<file path="src/rtl/ppu_reg_port_pkg.sv">
// PPU register port shared constants.
// Register offsets, VRAM address width, VRAM FSM encodings.
package ppu_reg_port_pkg;

  localparam int VADDR_WIDTH = 14;

  localparam logic [2:0] PPU_CTRL    = 3'd0;
  localparam logic [2:0] PPU_MASK    = 3'd1;
  localparam logic [2:0] PPU_STATUS  = 3'd2;
  localparam logic [2:0] PPU_OAMADDR = 3'd3;
  localparam logic [2:0] PPU_OAMDATA = 3'd4;
  localparam logic [2:0] PPU_SCROLL  = 3'd5;
  localparam logic [2:0] PPU_ADDR    = 3'd6;
  localparam logic [2:0] PPU_DATA    = 3'd7;

  localparam logic [1:0] ST_IDLE    = 2'd0;
  localparam logic [1:0] ST_RD_WAIT = 2'd1;
  localparam logic [1:0] ST_WR_WAIT = 2'd2;

endpackage

</file>
<file path="src/rtl/ppu_vram_if.sv">
// VRAM req/ack bridge for PPUDATA accesses.
// Holds the captured address/data and the PPUDATA read buffer.
module ppu_vram_if
  import ppu_reg_port_pkg::*;
#(
  parameter int DW = 8
)(
  input  logic                   phi0,
  input  logic                   reset,
  input  logic                   start_rd,
  input  logic                   start_wr,
  input  logic [VADDR_WIDTH-1:0] addr_in,
  input  logic [DW-1:0]          wdata_in,
  input  logic [DW-1:0]          vram_rdata,
  input  logic                   vram_ack,
  output logic [VADDR_WIDTH-1:0] vram_addr,
  output logic [DW-1:0]          vram_wdata,
  output logic                   vram_rd_req,
  output logic                   vram_wr_req,
  output logic [DW-1:0]          read_buf,
  output logic                   idle
);

  logic [1:0]             r_state;
  logic [VADDR_WIDTH-1:0] r_addr;
  logic [DW-1:0]          r_wdata;
  logic [DW-1:0]          r_read_buf;

  // Request FSM: capture on start, hold until ack, ignore stray acks.
  always_ff @(posedge phi0 or posedge reset) begin
    if (reset) begin
      r_state    <= ST_IDLE;
      r_addr     <= '0;
      r_wdata    <= '0;
      r_read_buf <= '0;
    end else begin
      unique case (r_state)
        ST_IDLE: begin
          if (start_rd) begin
            r_state <= ST_RD_WAIT;
            r_addr  <= addr_in;
          end else if (start_wr) begin
            r_state <= ST_WR_WAIT;
            r_addr  <= addr_in;
            r_wdata <= wdata_in;
          end
        end
        ST_RD_WAIT: begin
          if (vram_ack) begin
            r_read_buf <= vram_rdata;
            r_state    <= ST_IDLE;
          end
        end
        ST_WR_WAIT: begin
          if (vram_ack) r_state <= ST_IDLE;
        end
        default: r_state <= ST_IDLE;
      endcase
    end
  end

  assign vram_addr   = r_addr;
  assign vram_wdata  = r_wdata;
  assign vram_rd_req = (r_state == ST_RD_WAIT);
  assign vram_wr_req = (r_state == ST_WR_WAIT);
  assign read_buf    = r_read_buf;
  assign idle        = (r_state == ST_IDLE);

endmodule

</file>
<file path="src/rtl/ppu_reg_port.sv">
// PPU CPU-bus register window ($2000-$3FFF, 8-byte mirror).
// Register decode, write toggle, t/v address, vblank and NMI.
module ppu_reg_port
  import ppu_reg_port_pkg::*;
#(
  parameter int ADDR_WIDTH = 16,
  parameter int REG_WIDTH  = 8,
  localparam int SEL_W = (ADDR_WIDTH < 3) ? ADDR_WIDTH : 3
)(
  input  logic                   phi0,
  input  logic                   reset,
  input  logic                   bus_en,
  input  logic [SEL_W-1:0]       A,
  input  logic                   R_W_n,
  input  logic [REG_WIDTH-1:0]   d_in,
  output logic [REG_WIDTH-1:0]   d_out,
  output logic                   d_oe,
  output logic                   rdy,
  output logic                   nmi_n,
  input  logic                   vblank_set,
  input  logic                   vblank_clr,
  input  logic                   spr0_hit,
  input  logic                   spr_ovf,
  output logic [REG_WIDTH-1:0]   ctrl,
  output logic [REG_WIDTH-1:0]   mask,
  output logic [REG_WIDTH-1:0]   scroll_x,
  output logic [REG_WIDTH-1:0]   scroll_y,
  output logic [REG_WIDTH-1:0]   oam_addr,
  output logic [REG_WIDTH-1:0]   oam_wdata,
  output logic                   oam_we,
  input  logic [REG_WIDTH-1:0]   oam_rdata,
  output logic [VADDR_WIDTH-1:0] vram_addr,
  output logic [REG_WIDTH-1:0]   vram_wdata,
  output logic                   vram_rd_req,
  output logic                   vram_wr_req,
  input  logic [REG_WIDTH-1:0]   vram_rdata,
  input  logic                   vram_ack
);

  logic [REG_WIDTH-1:0]   r_ctrl;
  logic [REG_WIDTH-1:0]   r_mask;
  logic [REG_WIDTH-1:0]   r_scroll_x;
  logic [REG_WIDTH-1:0]   r_scroll_y;
  logic [REG_WIDTH-1:0]   r_oam_addr;
  logic [REG_WIDTH-1:0]   r_io_latch;
  logic [VADDR_WIDTH-1:0] r_t;
  logic [VADDR_WIDTH-1:0] r_v;
  logic                   r_w;
  logic                   r_vblank;

  logic                   w_idle;
  logic                   w_rd;
  logic                   w_wr;
  logic                   w_status_rd;
  logic [VADDR_WIDTH-1:0] w_t_next;
  logic [VADDR_WIDTH-1:0] w_v_inc;
  logic [REG_WIDTH-1:0]   w_read_buf;

  assign w_rd        = bus_en & w_idle & R_W_n;
  assign w_wr        = bus_en & w_idle & ~R_W_n;
  assign w_status_rd = w_rd & (A == PPU_STATUS);
  assign w_v_inc     = r_v + (r_ctrl[2] ? VADDR_WIDTH'(32) : VADDR_WIDTH'(1));

  // Next t: PPUADDR writes fill the high byte first, then the low byte.
  always_comb begin
    w_t_next = r_t;
    if (w_wr && A == PPU_ADDR) begin
      if (!r_w) w_t_next = {d_in[5:0], r_t[7:0]};
      else      w_t_next = {r_t[13:8], d_in[7:0]};
    end
  end

  // Read mux; write-only offsets echo the open-bus latch.
  always_comb begin
    d_out = r_io_latch;
    unique case (A)
      PPU_STATUS:  d_out = {r_vblank, spr0_hit, spr_ovf,
                            r_io_latch[REG_WIDTH-4:0]};
      PPU_OAMDATA: d_out = oam_rdata;
      PPU_DATA:    d_out = w_read_buf;
      default:     ;
    endcase
  end

  // Register file, write toggle and VRAM address updates.
  always_ff @(posedge phi0 or posedge reset) begin
    if (reset) begin
      r_ctrl     <= '0;
      r_mask     <= '0;
      r_scroll_x <= '0;
      r_scroll_y <= '0;
      r_oam_addr <= '0;
      r_io_latch <= '0;
      r_t        <= '0;
      r_v        <= '0;
      r_w        <= 1'b0;
    end else begin
      r_t <= w_t_next;
      if (w_wr) begin
        r_io_latch <= d_in;
        unique case (A)
          PPU_CTRL:    r_ctrl     <= d_in;
          PPU_MASK:    r_mask     <= d_in;
          PPU_OAMADDR: r_oam_addr <= d_in;
          PPU_OAMDATA: r_oam_addr <= r_oam_addr + REG_WIDTH'(1);
          PPU_SCROLL: begin
            if (!r_w) r_scroll_x <= d_in;
            else      r_scroll_y <= d_in;
            r_w <= ~r_w;
          end
          PPU_ADDR: begin
            if (r_w) r_v <= w_t_next;
            r_w <= ~r_w;
          end
          PPU_DATA:    r_v <= w_v_inc;
          default:     ;
        endcase
      end else if (w_rd) begin
        if (A == PPU_STATUS) r_w <= 1'b0;
        if (A == PPU_DATA)   r_v <= w_v_inc;
      end
    end
  end

  // vblank flag: a status read in the same cycle suppresses the set.
  always_ff @(posedge phi0 or posedge reset) begin
    if (reset)            r_vblank <= 1'b0;
    else if (vblank_clr)  r_vblank <= 1'b0;
    else if (w_status_rd) r_vblank <= 1'b0;
    else if (vblank_set)  r_vblank <= 1'b1;
  end

  ppu_vram_if #(
    .DW (REG_WIDTH)
  ) u_vram_if (
    .phi0        (phi0),
    .reset       (reset),
    .start_rd    (w_rd & (A == PPU_DATA)),
    .start_wr    (w_wr & (A == PPU_DATA)),
    .addr_in     (r_v),
    .wdata_in    (d_in),
    .vram_rdata  (vram_rdata),
    .vram_ack    (vram_ack),
    .vram_addr   (vram_addr),
    .vram_wdata  (vram_wdata),
    .vram_rd_req (vram_rd_req),
    .vram_wr_req (vram_wr_req),
    .read_buf    (w_read_buf),
    .idle        (w_idle)
  );

  assign rdy       = w_idle;
  assign d_oe      = w_rd;
  assign nmi_n     = ~(r_vblank & r_ctrl[7]);
  assign oam_we    = w_wr & (A == PPU_OAMDATA);
  assign oam_wdata = d_in;
  assign ctrl      = r_ctrl;
  assign mask      = r_mask;
  assign scroll_x  = r_scroll_x;
  assign scroll_y  = r_scroll_y;
  assign oam_addr  = r_oam_addr;

endmodule

</file>
<file path="config.mk">
export PLATFORM = sky130hd
export DESIGN_NAME = ppu_reg_port
export DESIGN_NICKNAME = d
export VERILOG_FILES = /design/src/rtl/ppu_reg_port_pkg.sv /design/src/rtl/ppu_vram_if.sv /design/src/rtl/ppu_reg_port.sv
export SDC_FILE = /design/constraint.sdc
export NUM_CORES = 1
export LEC_CHECK = 0
export ABC_AREA = 1
export CAP_MARGIN = 10
export CORE_MARGIN = 2
export CORE_UTILIZATION = 48
export CTS_BUF_LIST = sky130_fd_sc_hd__clkbuf_4
export DETAILED_ROUTE_END_ITERATION = 10
export PLACE_DENSITY = 0.82
export SETUP_SLACK_MARGIN = 0.15
export SLEW_MARGIN = 20
export SYNTH_ARGS = -nofsm -noshare
export SYNTH_HDL_FRONTEND = slang
export SYNTH_HIERARCHICAL = 1
export SYNTH_SLANG_ARGS = --single-unit
</file>
<file path="constraint.sdc">
create_clock -name phi0 -period 2.3 [get_ports phi0]
set_input_delay 0.46 -clock phi0 [delete_from_list [all_inputs] [get_ports phi0]]
set_output_delay 0.46 -clock phi0 [all_outputs]
set_load 0.005 [all_outputs]
</file>
==> run_results.csv <==
group,metric,value,unit
final_layout,final_cell_mix,"nand2_1, dfrtp_1, clkdlybuf4s50_1, nand3_1, buf_4",
sta,fin_worst_skew,22.70,ps
critical_path,regToRegSetupSlack,330,ps
sta,hold_viol_final,0,
critical_path,cp_max_fo,3,
grt,grt_overflow,0,
clocking,cts_made_buffers,9,
sta,max_freq,0.4652,GHz
sta,period_share,93.46,%
synthesis,syn_inst,703,
detailed_routing,dr.first_iter.drc_count,410,
synthesis,synth-edff-count,0,
power,p_leak,3.729,nW
power,pwr-share-clk,12.4,%
final_layout,num_antenna_cells,0,
sta,fin_ws,150.4,ps
synthesis,ys_types,34,
critical_path,required,1840,ps
critical_path,worstSetupEndpointType,"output port",
worst_hold_path,hp-class,"input port to async pin",
sta,period_minus_slack,2150,ps
place,dp_hpwl,11.13,mm
power,comb_power_share,41.5,%
power,seqPwrFrac,46.1,%
clocking,root_buffer,"clkbuf_4",
detailed_routing,drc,0,
detailed_routing,drt_wl_total,15.42,mm
clocking,cts_tree,"built",
detailed_routing,wl_per_cell,15.16,um
place,io_buffers,119,
grt,antenna_found_initial,0,
final_layout,mostFrequentLayoutCell,"nand2_1",
grt,grt_max_degree,33,
synthesis,async_flop_share,100.0,%
sta,fin_setup_tns,0,ps
power,total_power,7.373,mW
clocking,clk_latency,480,ps
sta,finalSetupViolCount,0,
critical_path,cp.arrival,1690,ps
synthesis,synth_nets,746,
final_layout,drive_gt1_share,15.68,%
final_layout,fillCellCount,920,
final_layout,layout-area-overhead-vs-synth,34.13,%
clocking,cts_sinks,110,
critical_path,path_class,"input port to output port",
detailed_routing,vias_per_cell,5.237,
clocking,htreeDepth,3,
critical_path,cp-start-kind,"input port",
detailed_routing,antenna_left,0,
grt,grt_pass1_wl,24.68,mm
final_layout,fin_area,7480,um2
power,powerDensity,985.7,nW/um2
synthesis,post_synth.cell_area_avg,7.933,um2
final_layout,regArea,2753,um2
power,p_int,4.658,mW
outcome,outcome,"finished clean",
final_layout,nNetsFinal,912,
sta,slew_headroom,44.30,%
floorplan,die_h,111.8,um
place,place.gp.congestion,0.9029,
synthesis,yosys_warnings,6,
synthesis,yosysSeqAreaShare,49.36,%
clocking,ctsLongestPathBuffers,2,
power,p_sw_share,36.82,%
sta,rsz0062_at_grt,"false",
floorplan,coreArea,11370,um2
floorplan,pin_count,120,
grt,grt_usage,24.53,%
grt,grt_pass1_vias,4863,
final_layout,multiInputGateArea,2412,um2
flow_run,drv_cap,0,
synthesis,synth-main-ff-cell,"dfrtp_1",
detailed_routing,via_count,5326,
floorplan,die_x,111.8,um
final_layout,final_util,65.79,%
sta,tightest_slew,835.4,ps
floorplan,die_area,12500,um2
floorplan,rows,39,
place,postPlaceCellArea,7184,um2
synthesis,synth_seq_cells,110,
floorplan,floorplan.initialDensity,49.05,%
sta,maxSlewViolCount,0,
power,ir_drop,0.0004785,V
synthesis,syn_area,5577,um2
place,dp_slack,-426.7,ps
power,p_switching,2.715,mW
detailed_routing,firstDrtPassIters,6,
clocking,clk_pin_slew,180,ps
## layer usage
| layer | GRT usage [%] | routed length, um |
|---|---|---|
| met1 | 33.57 | 6584 |
| met2 | 39.03 | 7393 |
| met3 | 5.171 | 978 |
| met4 | 8.477 | 463 |
| met5 | 0 | 0 |
## power groups by stage
stage	logic [mW]	clock network (mW)	registers, mW
2_1_floorplan	1.47	0	3.29
3_3_place_gp	2.94	0	3.41
3_5_place_dp	3.04	0	3.41
4_1_cts	3.06	0.945	3.37
5_1_grt	3.41	1.02	3.48
6_report	3.06	0.916	3.40
## through the flow
stage | instances | hold WS, ps
final | 1017 | 369.4
after global routing | 1017 | 402.7
after CTS | 1013 | 366.7
after detailed placement | 990 | 459.1
after global placement | 990 | 455.1
after floorplan | 703 | 442.2
## final timing paths
path,startpoint,to,depth (start not counted)
worst min register to register,u_vram_if/vram_wdata[1],u_vram_if/vram_wdata[1],2
min in group phi0,u_vram_if/vram_wdata[1],u_vram_if/vram_wdata[1],2
worst max register to register,u_vram_if/r_state[1],u_vram_if/vram_addr[7],8
worst min-delay path,reset,r_t[5],2
worst max-delay path,A[0],d_out[7],9
max in group asynchronous,reset,r_v[12],3
## critical path, cell delays in order
cell             delay (ps)
clkdlybuf4s15_2         200
inv_2                    90
nand2_1                  90
nor2_4                  190
nor3_4                   70
buf_4                   130
nand2_1                  60
nand4_1                 100
dlygate4sd2_1           280
## logic make-up (layout without fill, tap and decap cells)
logic type | after synthesis | in the layout | synth area share [%]
simple gates | 398 | 398 | 30.51
fa+ha+maj | 7 | 7 | 1.570
buf+inv | 92 | 262 | 8.369
compound gates | 96 | 97 | 10.19
flops | 110 | 110 | 49.36
## area by class of cell
cell class / count / share of cell area, %
sequential: 110 / 36.80
multi-input combinational: 502 / 32.25
timing repair buffer: 184 / 23.59
inverter: 62 / 3.295
tap: 143 / 2.392
clock buffer: 10 / 1.004
clock inverter: 6 / 0.6691
## cell usage after synthesis, types with 2 or more instances
library cell  number  share of area [%]
buf_6              8                1.6
nor2_4             4               0.81
o21ai_0           52                4.7
nand2_2            2               0.22
o21bai_1           2               0.27
nand3b_1           3               0.40
o21ai_2           18                2.8
inv_4              2               0.22
nor2_1            31                2.1
inv_1             55                3.7
nand3_1           61                5.5
nand3_2            3               0.54
buf_2              7               0.63
clkbuf_1           4               0.27
dfrtp_1          110                 49
nor3_1             2               0.18
nand3_4            2               0.63
o21ai_1           11               0.99
a21oi_1           10               0.90
inv_2              4               0.27
nand4_1            4               0.45
nand2_1          280                 19
ha_1               7                1.6
buf_4             10                1.3
or2_2              2               0.22
## repair_timing
action | in CTS | in global routing
hold endpoints to repair | 0 | 0
setup buffers | 6 | 3
endpoints found under the setup margin | 12 | 10
resized for setup | 41 | 7
hold buffers | 0 | 0
pin swaps | 3 | 1
cloned | 1 | 1
Note: power is estimated with default switching activity, not from simulation.
